$ cat config.mk
export PLATFORM = sky130hd
export DESIGN_NAME = softmax_seq
export DESIGN_NICKNAME = d
export VERILOG_FILES = /design/src/rtl/softmax_seq_pkg.sv /design/src/rtl/softmax_argmax_track.sv /design/src/rtl/softmax_seq.sv
export SDC_FILE = /design/constraint.sdc
export NUM_CORES = 1
export LEC_CHECK = 0
export CELL_PAD_IN_SITES_DETAIL_PLACEMENT = 0
export CELL_PAD_IN_SITES_GLOBAL_PLACEMENT = 2
export CORE_ASPECT_RATIO = 1.4
export CORE_UTILIZATION = 35
export DETAILED_ROUTE_END_ITERATION = 7
export PLACE_DENSITY_LB_ADDON = 0.1
export SYNTH_ARGS = -nofsm -noshare
export SYNTH_HDL_FRONTEND = slang
export SYNTH_SLANG_ARGS = --single-unit
export TNS_END_PERCENT = 30
$ cat constraint.sdc
create_clock -name clk -period 5.2 [get_ports clk]
set_input_delay 0.78 -clock clk [delete_from_list [all_inputs] [get_ports clk]]
set_output_delay 0.78 -clock clk [all_outputs]
set_load 0.05 [all_outputs]
$ cat src/rtl/softmax_seq_pkg.sv
// Shared definitions for the softmax classification sequencer.
// Holds the FSM state encoding, the class index width and the default
// class/term counts used by softmax_seq and softmax_argmax_track.
package softmax_seq_pkg;

  typedef enum logic [1:0] {
    IDLE  = 2'd0,
    ACCUM = 2'd1,
    STORE = 2'd2,
    DONE  = 2'd3
  } state_t;

  localparam int CLS_IDX_W       = 3;
  localparam int DEF_NUM_CLASSES = 6;
  localparam int DEF_TERMS       = 16;

endpackage

$ cat src/rtl/softmax_argmax_track.sv
// Running best-score (and optional best-index) tracker.
// Ports:
//   clk, rst   clock / asynchronous active-high reset
//   clear      zero the best registers (start of an inference)
//   update     a class score is being committed this cycle
//   first      the committed score belongs to class 0 (always taken)
//   cand       signed candidate class score
//   cand_idx   class index of the candidate (SOFTMAX_SEQ_ARGMAX_EN only)
//   best_score signed best score so far
//   best_idx   index of the best score (SOFTMAX_SEQ_ARGMAX_EN only)
// Strict greater-than keeps the lowest index on ties.
module softmax_argmax_track
  import softmax_seq_pkg::*;
#(
  parameter int WIDTH = 32
) (
  input  logic                    clk,
  input  logic                    rst,
  input  logic                    clear,
  input  logic                    update,
  input  logic                    first,
  input  logic signed [WIDTH-1:0] cand,
`ifdef SOFTMAX_SEQ_ARGMAX_EN
  input  logic [CLS_IDX_W-1:0]    cand_idx,
  output logic [CLS_IDX_W-1:0]    best_idx,
`endif
  output logic signed [WIDTH-1:0] best_score
);

  logic take;

  assign take = update && (first || (cand > best_score));

  always_ff @(posedge clk or posedge rst) begin
    if (rst) begin
      best_score <= '0;
    end else if (clear) begin
      best_score <= '0;
    end else if (take) begin
      best_score <= cand;
    end
  end

`ifdef SOFTMAX_SEQ_ARGMAX_EN
  always_ff @(posedge clk or posedge rst) begin
    if (rst) begin
      best_idx <= '0;
    end else if (clear) begin
      best_idx <= '0;
    end else if (take) begin
      best_idx <= cand_idx;
    end
  end
`endif

endmodule

$ cat src/rtl/softmax_seq.sv
// Softmax/argmax classification sequencer.
// Accumulates TERMS PE sums per class for NUM_CLASSES classes, tracks the
// maximum class score and publishes it with a one-cycle done pulse.
// Optional feature macro: SOFTMAX_SEQ_ARGMAX_EN adds class_idx.
// Ports:
//   clk, rst        clock / asynchronous active-high reset
//   start           one-cycle request, honoured only in IDLE
//   abort           synchronous cancel; wins over beat/store/done
//   in_valid/in_sum PE sum input; in_ready high in ACCUM
//   softmax_en,busy high while not IDLE
//   accumulate_en   datapath adds in_sum (a beat)
//   store_en        datapath commits its accumulator
//   done            result outputs updated this cycle
//   class_score     best signed score of the last completed inference
//   class_idx       winning class index (macro only)
module softmax_seq
  import softmax_seq_pkg::*;
#(
  parameter int WIDTH       = 32,
  parameter int NUM_CLASSES = DEF_NUM_CLASSES,
  parameter int TERMS       = DEF_TERMS
) (
  input  logic                    clk,
  input  logic                    rst,
  input  logic                    start,
  input  logic                    abort,
  input  logic                    in_valid,
  input  logic signed [WIDTH-1:0] in_sum,
  output logic                    in_ready,
  output logic                    softmax_en,
  output logic                    accumulate_en,
  output logic                    store_en,
  output logic                    busy,
  output logic                    done,
  output logic signed [WIDTH-1:0] class_score
`ifdef SOFTMAX_SEQ_ARGMAX_EN
  ,
  output logic [CLS_IDX_W-1:0]    class_idx
`endif
);

  localparam int TERM_W = 16;

  state_t                  state, state_n;
  logic [TERM_W-1:0]       term_cnt;
  logic [CLS_IDX_W-1:0]    cls_cnt;
  logic signed [WIDTH-1:0] acc;
  logic signed [WIDTH-1:0] best_score;
  logic                    launch;
  logic                    last_term;
  logic                    last_cls;
`ifdef SOFTMAX_SEQ_ARGMAX_EN
  logic [CLS_IDX_W-1:0]    best_idx;
`endif

  assign launch    = (state == IDLE) && start;
  assign last_term = (term_cnt == TERM_W'(TERMS - 1));
  assign last_cls  = (cls_cnt == CLS_IDX_W'(NUM_CLASSES - 1));

  always_ff @(posedge clk or posedge rst) begin
    if (rst) state <= IDLE;
    else     state <= state_n;
  end

  // abort gates every action output so a cancelled cycle has no side effect.
  always_comb begin
    state_n       = state;
    in_ready      = 1'b0;
    accumulate_en = 1'b0;
    store_en      = 1'b0;
    done          = 1'b0;
    busy          = (state != IDLE);
    softmax_en    = (state != IDLE);
    case (state)
      IDLE: begin
        if (start) state_n = ACCUM;
      end
      ACCUM: begin
        in_ready      = 1'b1;
        accumulate_en = in_valid && !abort;
        if (in_valid && last_term) state_n = STORE;
      end
      STORE: begin
        store_en = !abort;
        state_n  = last_cls ? DONE : ACCUM;
      end
      DONE: begin
        done    = !abort;
        state_n = IDLE;
      end
      default: state_n = IDLE;
    endcase
    if (abort && (state != IDLE)) state_n = IDLE;
  end

  always_ff @(posedge clk or posedge rst) begin
    if (rst) begin
      term_cnt <= '0;
      cls_cnt  <= '0;
      acc      <= '0;
    end else if (launch) begin
      term_cnt <= '0;
      cls_cnt  <= '0;
      acc      <= '0;
    end else if (accumulate_en) begin
      acc      <= acc + in_sum;
      term_cnt <= last_term ? '0 : term_cnt + 1'b1;
    end else if (store_en) begin
      acc     <= '0;
      cls_cnt <= cls_cnt + 1'b1;
    end
  end

  softmax_argmax_track #(
    .WIDTH (WIDTH)
  ) u_track (
    .clk        (clk),
    .rst        (rst),
    .clear      (launch),
    .update     (store_en),
    .first      (cls_cnt == '0),
    .cand       (acc),
`ifdef SOFTMAX_SEQ_ARGMAX_EN
    .cand_idx   (cls_cnt),
    .best_idx   (best_idx),
`endif
    .best_score (best_score)
  );

  always_ff @(posedge clk or posedge rst) begin
    if (rst)       class_score <= '0;
    else if (done) class_score <= best_score;
  end

`ifdef SOFTMAX_SEQ_ARGMAX_EN
  always_ff @(posedge clk or posedge rst) begin
    if (rst)       class_idx <= '0;
    else if (done) class_idx <= best_idx;
  end
`endif

endmodule
==> flow_summary.yaml <==
floorplanning:
  start_util_pct: 35.94
  core_um2: 19290
  die_y_um: 168.5
  io_pins: 75
  fp.dieW_um: 121.0
  rows: 60
  dieArea_um2: 20390
yosys:
  avgSynthCellArea_um2: 8.936
  syn-instance-count: 776
  ys_types: 51
  ys_warn_count: 0
  synth-edff-count: 0
  synth_top_flop_cell: "dfrtp_1"
  synth_seq_cells: 117
  ys_seq_area_share_pct: 42.22
  synthArstFlopShare_pct: 100.0
  syn_area_um2: 6934
  syn-num-nets: 881
drt:
  drtIter0Drc: 235
  routedWlPerCell_um: 15.57
  wl_um: 17240
  antenna_left: 0
  num_vias: 5706
  vias_per_cell: 5.154
  drtPass1Iterations: 4
  drc_errors: 0
power:
  p_sw_share_pct: 33.23
  pwr-share-comb_pct: 29.5
  power_frac_clock_pct: 38.3
  power_frac_seq_pct: 32.2
  p_sw_w: 0.001107
  p_int_w: 0.002225
  peakVddDrop_mv: 0.2008
  cellPowerDensity_nw_per_um2: 387.8
  p_leak_nw: 3.900
min_path:
  hold_class: "reg2reg"
clock_network:
  h-tree-depth: 4
  clock_tree.buffer_depth: 2
  cts_setup_buffers: 0
  clock_sinks: 117
  clk-insertion-delay-late_ps: 420
  cts_root_buffer: "clkbuf_16"
  numCtsBuffers: 17
  ctsResizeCount: 0
  cts_hold_buf: 0
  clk_pin_slew_ps: 60
  cts_tree: "done"
sta:
  worst_slack_ps: 1331
  worst_slew_pin_slew_ps: 841.3
  relSlewSlack_pct: 43.71
  slew_violations: 0
  rsz0062_at_grt: "no"
  setup_tns_ps: 0
  setup_viol: 0
  fin_worst_skew_ps: 8.806
  post-route-period-util_pct: 74.41
  max_freq_mhz: 258.4
  hold_viol: 0
  period_minus_slack_ps: 3869
flow_run:
  drv_cap: 0
final_layout:
  layout_common_cells: "nand2_1, dfrtp_1, o21ai_0, clkdlybuf4s50_1, ha_1"
  diodes: 0
  area_delta_synth_final_pct: 23.89
  final_common_cell: "nand2_1"
  drive_gt1_share_pct: 6.054
  nets: 951
run_status:
  outcome: "completed"
placement:
  io_buffer_count: 74
  pre_cts_slack_ps: 1251
  place_hpwl_um: 12440
  gp_congestion: 0.8030
global_route:
  grtUsageTotal_pct: 18.40
  grt_start_max_net_pins: 64
  grt_pass1_wl_um: 29240
  overflow: 0
  first_global_vias: 5640
  grt_antenna_before_repair: 0
critical_path:
  crit_path_end_kind: "output port"
  cp_max_fo: 36
  critPathKind: "in2out"
  required_ps: 4420
  cp.arrival_ps: 3090
  startpoint_type: "primary input"
-- registers in the layout, indices dropped and copies added (netlist names) --
name	flops
acc	32
class_score	32
cls_cnt	3
state	2
term_cnt	16
u_track.best_score	32
-- cell type report --
class | count | area (um2)
Fill cell | 1861 | 10700
Timing Repair Buffer | 81 | 805.8
Multi-Input combinational cell | 579 | 3717
Clock inverter | 14 | 200.2
Inverter | 50 | 190.2
Clock buffer | 18 | 439.2
Sequential cell | 117 | 2928
Tap cell | 248 | 310.3
-- Yosys cell counts (all sizes together) (4+ instances only) --
| cell type | count | area share (%) |
|---|---|---|
| o21ai | 104 | 7.5 |
| o211ai | 6 | 0.72 |
| a21o | 22 | 2.4 |
| xor2 | 20 | 2.5 |
| dfrtp | 117 | 42 |
| or2 | 4 | 0.36 |
| nor2 | 19 | 1.0 |
| ha | 67 | 12 |
| nor4 | 4 | 0.36 |
| o21bai | 5 | 0.54 |
| inv | 49 | 2.7 |
| clkbuf | 29 | 1.6 |
| a21oi | 53 | 3.9 |
| xnor2 | 11 | 1.4 |
| nand3 | 15 | 1.1 |
| nand2 | 134 | 7.3 |
| and2 | 4 | 0.36 |
| a31oi | 6 | 0.54 |
| nand2b | 4 | 0.36 |
| nor3 | 7 | 0.51 |
| nand4 | 12 | 1.1 |
| nor2b | 9 | 0.81 |
| and3 | 5 | 0.45 |
| or3 | 5 | 0.45 |
| o31ai | 31 | 3.4 |
-- worst max-delay path: stages --
cell and delay [ps]:
clkdlybuf4s50_1 560, nor2b_1 90, nand2_1 70, buf_4 340
clkinv_1 430, clkdlybuf4s50_1 820
-- metal layers --
| layer | track usage, % | part of all wire [%] |
|---|---|---|
| met4 | 5.046 | 1.0 |
| met1 | 23.13 | 45 |
| met3 | 3.605 | 2.7 |
| met5 | 0 | 0 |
| met2 | 31.83 | 51 |
-- per-stage QoR --
stage | instances | instance area, um2 | total power (W) | hold WS (ps) | utilization [%]
finish | 1107 | 8591 | 0.003332 | 477.2 | 44.53
global route | 1107 | 8591 | 0.003550 | 495.3 | 44.53
CTS | 1107 | 8591 | 0.003378 | 482.6 | 44.53
detailed placement | 1075 | 7951 | 0.002079 | 468.9 | 41.21
global placement | 1075 | 7951 | 0.002071 | 461.0 | 41.21
floorplan | 776 | 6934 | 0.001799 | 464.2 | -
-- cells by family after synthesis --
group | Yosys count | synth area share [%]
buffers and inverters | 80 | 4.385
adders and majority gates | 68 | 12.38
and+or+nand+nor | 230 | 15.08
xor gates and xnor gates | 31 | 3.916
DFF | 117 | 42.22
AOI/OAI and AO/OA | 248 | 21.73
muxes | 2 | 0.2887
-- worst paths after layout --
check                                   endpoint  cells past startpoint  slack [ps]       startpoint
max in group asynchronous             cls_cnt[0]                      3        3530              rst
hold reg to reg                  class_score[25]                      2         480  class_score[25]
min in group asynchronous        class_score[15]                      2         700              rst
hold / removal                   class_score[25]                      2         480  class_score[25]
setup / recovery                   accumulate_en                      6        1330            abort
setup reg to reg           u_track.best_score[0]                      9        1930          acc[15]
-- power by group through the flow --
stage	registers [W]	logic [W]	clock network, W
final	0.00107	0.000981	0.00128
after global routing	0.00109	0.00112	0.00134
after CTS	0.00108	0.000994	0.00131
after detailed placement	0.00109	0.000988	0
after global placement	0.00109	0.000982	0
after floorplan	0.00108	0.000718	0
Note: power is estimated with default switching activity, not from simulation.
